### src/rtl/uart_tx.sv
// UART transmitter: pulls one word per frame from an upstream FIFO and
// serialises it as start bit, DBIT data bits (LSB first) and a stop period.
// Timing is in oversample ticks; one tick is every DVSR clk, 16 ticks per bit.
module uart_tx #(
    parameter int DBIT      = 8,
    parameter int SB_TICK   = 16,
    parameter int DVSR      = 163,
    parameter int DVSR_BITS = 8
) (
    input  logic            clk,
    input  logic            reset_n,
    input  logic            fifo_empty,
    input  logic [DBIT-1:0] fifo_data,
    output logic            fifo_rd,
    output logic            tx,
    output logic            tx_busy
);

    localparam logic [1:0] IDLE  = 2'd0;
    localparam logic [1:0] START = 2'd1;
    localparam logic [1:0] DATA  = 2'd2;
    localparam logic [1:0] STOP  = 2'd3;

    // The tick counter has to reach both 15 (start/data bits) and SB_TICK-1.
    localparam int TICK_MAX = (SB_TICK > 16) ? SB_TICK : 16;
    localparam int TICK_W   = $clog2(TICK_MAX);
    localparam int BIT_W    = (DBIT > 1) ? $clog2(DBIT) : 1;

    localparam logic [DVSR_BITS-1:0] DIV_LAST       = DVSR_BITS'(DVSR - 1);
    localparam logic [TICK_W-1:0]    BIT_LAST_TICK  = TICK_W'(15);
    localparam logic [TICK_W-1:0]    STOP_LAST_TICK = TICK_W'(SB_TICK - 1);
    localparam logic [BIT_W-1:0]     BIT_LAST       = BIT_W'(DBIT - 1);

    logic [1:0]           state_reg,    state_next;
    logic [DVSR_BITS-1:0] div_reg,      div_next;
    logic [TICK_W-1:0]    tick_cnt_reg, tick_cnt_next;
    logic [BIT_W-1:0]     bit_cnt_reg,  bit_cnt_next;
    logic [DBIT-1:0]      shift_reg,    shift_next;
    logic                 tx_reg,       tx_next;
    logic                 busy_reg,     busy_next;
    logic                 tick;

    // The divider only runs during a frame, so it wraps exactly every DVSR clk
    // measured from the acceptance edge.
    assign tick = (div_reg == DIV_LAST);

    // Pop is combinational so the head word is taken on the very edge it is
    // seen; it is masked during reset so nothing is lost while held there.
    assign fifo_rd = reset_n && (state_reg == IDLE) && !fifo_empty;

    assign tx      = tx_reg;
    assign tx_busy = busy_reg;

    // Next-state logic: FSM, counters, shift register and registered line level.
    always_comb begin
        state_next    = state_reg;
        tick_cnt_next = tick_cnt_reg;
        bit_cnt_next  = bit_cnt_reg;
        shift_next    = shift_reg;
        tx_next       = tx_reg;
        if (state_reg == IDLE) begin
            div_next = div_reg;
        end else begin
            div_next = tick ? '0 : div_reg + DVSR_BITS'(1);
        end

        case (state_reg)
            IDLE: begin
                if (!fifo_empty) begin
                    shift_next    = fifo_data;
                    div_next      = '0;
                    tick_cnt_next = '0;
                    bit_cnt_next  = '0;
                    tx_next       = 1'b0;
                    state_next    = START;
                end
            end
            START: begin
                if (tick) begin
                    if (tick_cnt_reg == BIT_LAST_TICK) begin
                        tick_cnt_next = '0;
                        bit_cnt_next  = '0;
                        tx_next       = shift_reg[0];
                        state_next    = DATA;
                    end else begin
                        tick_cnt_next = tick_cnt_reg + TICK_W'(1);
                    end
                end
            end
            DATA: begin
                if (tick) begin
                    if (tick_cnt_reg == BIT_LAST_TICK) begin
                        tick_cnt_next = '0;
                        shift_next    = shift_reg >> 1;
                        if (bit_cnt_reg == BIT_LAST) begin
                            tx_next    = 1'b1;
                            state_next = STOP;
                        end else begin
                            bit_cnt_next = bit_cnt_reg + BIT_W'(1);
                            tx_next      = shift_next[0];
                        end
                    end else begin
                        tick_cnt_next = tick_cnt_reg + TICK_W'(1);
                    end
                end
            end
            STOP: begin
                if (tick) begin
                    if (tick_cnt_reg == STOP_LAST_TICK) begin
                        tick_cnt_next = '0;
                        state_next    = IDLE;
                    end else begin
                        tick_cnt_next = tick_cnt_reg + TICK_W'(1);
                    end
                end
            end
            default: begin
                tx_next    = 1'b1;
                state_next = IDLE;
            end
        endcase

        busy_next = (state_next != IDLE);
    end

    // State registers; reset aborts any frame in flight immediately.
    always_ff @(posedge clk or negedge reset_n) begin
        if (!reset_n) begin
            state_reg    <= IDLE;
            div_reg      <= '0;
            tick_cnt_reg <= '0;
            bit_cnt_reg  <= '0;
            shift_reg    <= '0;
            tx_reg       <= 1'b1;
            busy_reg     <= 1'b0;
        end else begin
            state_reg    <= state_next;
            div_reg      <= div_next;
            tick_cnt_reg <= tick_cnt_next;
            bit_cnt_reg  <= bit_cnt_next;
            shift_reg    <= shift_next;
            tx_reg       <= tx_next;
            busy_reg     <= busy_next;
        end
    end

endmodule
### config.mk
export PLATFORM = sky130hd
export DESIGN_NAME = uart_tx
export DESIGN_NICKNAME = d
export VERILOG_FILES = /design/src/rtl/uart_tx.sv
export SDC_FILE = /design/constraint.sdc
export NUM_CORES = 1
export LEC_CHECK = 0
export ABC_AREA = 1
export CAP_MARGIN = 20
export CORE_MARGIN = 5
export CORE_UTILIZATION = 64
export CTS_BUF_LIST = sky130_fd_sc_hd__clkbuf_8
export DETAILED_ROUTE_END_ITERATION = 6
export GPL_ROUTABILITY_DRIVEN = 0
export PLACE_DENSITY = 0.85
export SYNTH_ARGS = -nofsm -noshare
export SYNTH_HDL_FRONTEND = slang
export SYNTH_SLANG_ARGS = --single-unit
export TNS_END_PERCENT = 20
### constraint.sdc
create_clock -name clk -period 3 [get_ports clk]
set_input_delay 0.75 -clock clk [delete_from_list [all_inputs] [get_ports clk]]
set_output_delay 0.75 -clock clk [all_outputs]
set_load 0.05 [all_outputs]
==> flow_summary.ini, run 1 <==
[outcome]
outcome = finished, final reports clean

[worst_setup_path]
start_kind = input pin
r2r_setup_slack_ps = 1220
cp.arrival_ps = 1720
startpoint = reset_n
path_delay_family = buffers and inverters
crit_fanout = 2
critPathMaxStageDelay_ps = 530
criticalPathCategory = input pin to primary output
crit_slowest_cell = clkdlybuf4s50_1
crit_buf_inv = 2
worstPathRequired_ps = 2250
reg2reg_to = shift_reg[1]
r2r_start = state_reg[0]
crit_chain = clkdlybuf4s50_1 -> nand2_1 -> nor2_1 -> buf_12
r2r_cells = 8
end_kind = primary output
cp.depth = 4

[floorplan]
die_h_um = 60.86
dieWidth_um = 60.86
boundaryPins = 14
num_rows = 18
dieArea_um2 = 3703
core_um2 = 2477
start_util_pct = 66.82

[pwr]
p_seq_share_pct = 40.8
clkPwrFrac_pct = 14.1
power_frac_comb_pct = 45.1
swShare_pct = 42.89
internal-power_mw = 0.8145
p_per_area_nw_per_um2 = 762.0
switchingPower_mw = 0.6117
power.leakage_nw = 0.8770
peakVddDrop_mv = 0.5469

[clocking]
path_clk_slew_ps = 90
htreeDepth = 1
insertion_delay_ps = 270
post_cts_resized = 0
cts_hold_buf = 0
clock_sinks = 27
cts_made_buffers = 3
cts_setup_buffers = 0
cts_max_path_buffers = 2
clock-root-buffer = clkbuf_8
cts_tree = yes

[grt]
gr-total-overflow = 0
grt_max_degree = 28
grt_pass1_wl_um = 5637
grt_use_total_pct = 20.42
antenna_found_initial = 0
grt_pass1_vias = 1365

[synthesis]
synth_compound_area_share_pct = 12.40
synthMuxAreaShare_pct = 3.628
synth_warnings = 0
ys_ff_latch = 27
synth-seq-area-share_pct = 40.89
ys_types = 32
synth-xor-area-share_pct = 1.587
avgSynthCellArea_um2 = 8.446
synthArstFlopShare_pct = 100.0
syn_inst = 196
synth_top_family_by_area = simple AND/OR/NAND/NOR gates
synth_edf_count = 0
synth-adder-area-share_pct = 7.559
synth_simple_gate_area_share_pct = 27.44
syn_area_um2 = 1655
synth_top_flop_cell = dfrtp_1
syn_nets = 217

[route]
vias_per_cell = 5.583
drc = 0
drt_iter0_markers = 72
dr.pass1.iters = 4
wl_per_cell_um = 13.31
drt-total-wl_um = 3222
vias = 1351
final_antenna_net_count = 0

[sta]
slew_headroom_pct = 66.59
setup_ws_ps = 531.7
timing.final.crit_share_pct = 82.28
tightest_slew_ps = 499.5
rsz0062_at_grt = no
period_needed_ps = 2468
setup_viol = 0
fin_tns_setup_ps = 0
finalHoldViolations = 0
fmax_ghz = 0.4051
maxSlewViolCount = 0
fin_skew_ps = 2.295

[layout]
finalNetCount = 234
nFillCells = 185
multiInputGateArea_um2 = 870.8
insertedDiodeCount = 0
register_area_um2 = 676.9
area_delta_synth_final_pct = 13.08
fin_area_um2 = 1872
drive_gt1_share_pct = 15.57

[place]
dp_hpwl_um = 2449
portBuffers = 13
placed_area_um2 = 1827
dp_slack_ps = 539.5

[hold_path]
worstHoldStart = tx
hp-class = register to register
hold_end = tx
hold_depth = 2

[job]
maxCapViolations = 0
[power by group through the flow]
stage	clock network, mW	registers, mW	logic, mW
global placement	0	0.575	0.620
floorplan	0	0.602	0.479
detailed placement	0	0.587	0.642
CTS	0.207	0.579	0.647
global route	0.217	0.598	0.732
finish	0.201	0.582	0.644
[per-layer routing]
layer  up-vias  GRT usage [%]  part of all wire, %
met4         0          9.598                  2.2
met2        32          36.03                   51
met1       635          24.06                   43
met5         -              0                    0
met3         9          3.404                  3.4
li1        675              -                    -
[cells in the mapped netlist, types with 2 or more instances]
master / count / area share [%]
nand2_2: 6 / 2.3
a21oi_1: 4 / 1.2
xor2_1: 3 / 1.6
nand2_1: 52 / 12
inv_2: 2 / 0.45
or2_2: 2 / 0.76
dfrtp_1: 26 / 39
o21ai_1: 4 / 1.2
inv_1: 21 / 4.8
nand3_1: 11 / 3.3
ha_1: 10 / 7.6
o21ai_0: 9 / 2.7
mux2i_1: 6 / 3.6
o21ai_2: 8 / 4.2
nor3_1: 3 / 0.91
o22ai_1: 3 / 1.1
nor2_1: 7 / 1.6
nand4_1: 3 / 1.1
nand2_4: 2 / 1.4
o31ai_1: 2 / 0.91
[cell type report]
class                   instances  area share [%]
flip-flops and latches         27           36.16
repair buffers                 15           8.289
multi-input cells             143           46.52
clock inverters                 1          0.2005
inverters                      23           4.612
well taps                      30           2.005
clock buffers                   3           2.206
[per-stage QoR]
stage	total power, mW	instances	util (%)	hold WS, ps
detailed placement	1.228	238	73.74	469.0
global placement	1.194	238	73.74	463.9
floorplan	1.080	196	-	454.4
finish	1.426	242	75.56	487.7
CTS	1.433	242	75.56	491.2
global route	1.547	242	75.56	524.2
[logic make-up (layout without fill, tap and decap cells)]
family / count (synthesis) / in the layout
compound gates: 32 / 32
xor+xnor: 3 / 3
fa+ha+maj: 10 / 10
buf+inv: 26 / 42
flops: 27 / 27
mux: 6 / 6
simple gates: 92 / 92
[how the worst max path moves through the flow]
stage / slack [ps] / endpoint
floorplan: 780 / fifo_rd
global placement: 540 / fifo_rd
detailed placement: 540 / fifo_rd
CTS: 530 / fifo_rd
global route: 490 / fifo_rd
finish: 530 / fifo_rd
[tightest hold or removal path: stages, from the launching register on]
cell     delay, ps
dfstp_2        380
o21ai_0         60
nand2_1         50
[placed cells by master (no fill, tap or decap), drive strengths merged]
master / Yosys / layout
nand2: 60 / 60
dfrtp: 26 / 26
inv: 23 / 24
o21ai: 21 / 21
clkdlybuf4s50: 0 / 12
nand3: 12 / 12
ha: 10 / 10
nor2: 9 / 9
mux2i: 6 / 6
a21oi: 5 / 5
nand4: 4 / 4
nor3: 4 / 4
xor2: 3 / 3
o22ai: 3 / 3
clkbuf: 1 / 3
buf: 2 / 3
o31ai: 2 / 2
or2: 2 / 2
a21boi: 1 / 1
nand3b: 1 / 1
dfstp: 1 / 1
No activity file was read; power rests on OpenSTA's default activity.
==> run 2: changes to the inputs <==
--- a/config.mk
+++ b/config.mk
@@ -7,12 +7,13 @@
 export LEC_CHECK = 0
 export ABC_AREA = 1
 export CAP_MARGIN = 20
+export CORE_ASPECT_RATIO = 2
 export CORE_MARGIN = 5
-export CORE_UTILIZATION = 64
+export CORE_UTILIZATION = 54
 export CTS_BUF_LIST = sky130_fd_sc_hd__clkbuf_8
 export DETAILED_ROUTE_END_ITERATION = 6
 export GPL_ROUTABILITY_DRIVEN = 0
-export PLACE_DENSITY = 0.85
+export PLACE_DENSITY = 0.76
 export SYNTH_ARGS = -nofsm -noshare
 export SYNTH_HDL_FRONTEND = slang
 export SYNTH_SLANG_ARGS = --single-unit
==> constraint.sdc (replaced) <==
create_clock -name clk -period 2 [get_ports clk]
set_input_delay 0.5 -clock clk [delete_from_list [all_inputs] [get_ports clk]]
set_output_delay 0.5 -clock clk [all_outputs]
set_load 0.05 [all_outputs]
==> flow_summary.ini, run 2 (synthesis results as in run 1) <==
[layout]
finalNetCount = 234
insertedDiodeCount = 0
final_common_cell = nand2_1
final_cell_mix = nand2_1, dfrtp_1, inv_1, nand3_1, clkdlybuf4s50_1
nFillCells = 246
drive_gt1_share_pct = 18.40
finalNonFillerCells = 242
fin_area_um2 = 1888
area_delta_synth_final_pct = 14.06
register_area_um2 = 676.9
multiInputGateArea_um2 = 885.9

[route]
vias_per_cell = 5.545
dr.pass1.iters = 5
drt_iter0_markers = 27
drt-total-wl_um = 3418
final_antenna_net_count = 0
drc = 0
vias = 1342
wl_per_cell_um = 14.12

[grt]
gr-total-overflow = 0
grt_pass1_wl_um = 5906
grt_use_total_pct = 17.05
antenna_found_initial = 0
grt_max_degree = 28
grt_pass1_vias = 1422

[clocking]
cts_setup_buffers = 0
path_clk_slew_ps = 90
insertion_delay_ps = 270
cts_tree = yes
clock-root-buffer = clkbuf_8
clock_sinks = 27
htreeDepth = 1
cts_max_path_buffers = 2
cts_made_buffers = 3

[place]
dp_hpwl_um = 2644
placed_cells = 238
portBuffers = 13
dp_slack_ps = 106.2
placed_area_um2 = 1824

[pwr]
peakVddDrop_mv = 0.7876
swShare_pct = 43.35
power_frac_comb_pct = 45.6
switchingPower_mw = 0.9460
clkPwrFrac_pct = 14.5
p_seq_share_pct = 39.9
power.total_mw = 2.182
power.leakage_nw = 0.8736
p_per_area_nw_per_um2 = 1156
internal-power_mw = 1.236

[sta]
rsz0062_at_grt = no
period_needed_ps = 1901
slew_headroom_pct = 66.53
tightest_slew_ps = 500.5
timing.final.crit_share_pct = 95.04
setup_viol = 0
finalHoldViolations = 0
maxSlewViolCount = 0
fmax_ghz = 0.5261
fin_skew_ps = 2.953
fin_tns_setup_ps = 0
setup_ws_ps = 99.14

[floorplan]
boundaryPins = 14
num_rows = 28
start_util_pct = 56.25
core_um2 = 2943
dieWidth_um = 49.15
die_h_um = 88.30
dieArea_um2 = 4340

[worst_setup_path]
crit_chain = clkdlybuf4s50_1
crit_fanout = 1
path_delay_family = buffers and inverters
start_kind = register
critPathMaxStageDelay_ps = 800
criticalPathCategory = register to primary output
crit_slowest_cell = clkdlybuf4s50_1
crit_buf_inv = 1
end_kind = primary output
worstPathRequired_ps = 1500
cp.arrival_ps = 1400

[job]
maxCapViolations = 0

[hold_path]
hp-class = register to register

[outcome]
outcome = finished, final reports clean
==> run 2: per-stage QoR <==
step           hold slack [ps]  utilization, %
5_1_grt                  526.6           64.16
3_3_place_gp             464.8           61.99
3_5_place_dp             472.9           61.99
2_1_floorplan            204.4               -
4_1_cts                  494.4           64.16
6_report                 491.1           64.16
==> run 2: final timing paths <==
check | startpoint | endpoint | slack [ps] | cells after the start
worst max-delay path | tx_busy | tx_busy | 100 | 1
worst min-delay path | shift_reg[6] | shift_reg[6] | 490 | 2
worst max register to register | state_reg[0] | shift_reg[5] | 200 | 7
worst min register to register | shift_reg[6] | shift_reg[6] | 490 | 2
max in group asynchronous | reset_n | tx | 1070 | 2
min in group asynchronous | reset_n | bit_cnt_reg[2] | 630 | 2
==> run 2: worst register-to-register path, delay by kind of cell, from the launching register on <==
kind | cells | cell delay (ps)
fa+ha+maj | 1 | 390
buf+inv | 1 | 130
compound gates | 2 | 240
simple gates | 3 | 510
flops | 1 | 420
==> run 2: routing by layer <==
layer | wire [um] | vias up | GRT usage (%)
li1 | - | 669 | -
met1 | 1237 | 629 | 16.83
met2 | 1975 | 33 | 33.73
met3 | 107 | 11 | 1.686
met4 | 98 | 0 | 8.578
met5 | 0 | - | 0
==> run 2: power by group through the flow <==
stage	combinational, mW	sequential (mW)	clock [mW]
finish	0.995	0.870	0.317
global route	1.12	0.896	0.353
CTS	1.01	0.869	0.330
detailed placement	0.985	0.878	0
global placement	0.947	0.867	0
floorplan	0.718	0.902	0
==> run 2: cell type report <==
class                      instances  area share [%]
inverter                          23           4.573
clock inverter                     1          0.3976
sequential                        27           35.85
timing repair buffer              15           8.085
clock buffer                       3           2.187
tap                               30           1.988
multi-input combinational        143           46.92
==> run 2: what timing repair did <==
item                                   4_1_cts  5_1_grt
hold buffers                                 0        0
setup endpoints to repair                    1        1
resized for setup                            4        1
endpoints found under the hold margin        0        0
==> run 3: changes to the inputs <==
--- a/config.mk
+++ b/config.mk
@@ -13,6 +13,7 @@
 export CTS_BUF_LIST = sky130_fd_sc_hd__clkbuf_8
 export DETAILED_ROUTE_END_ITERATION = 6
 export GPL_ROUTABILITY_DRIVEN = 0
+export HOLD_SLACK_MARGIN = 0.03
 export PLACE_DENSITY = 0.76
 export SYNTH_ARGS = -nofsm -noshare
 export SYNTH_HDL_FRONTEND = slang
==> results of run 3 <==
No change in the layout: final DEF, timing and power equal those of run 2.
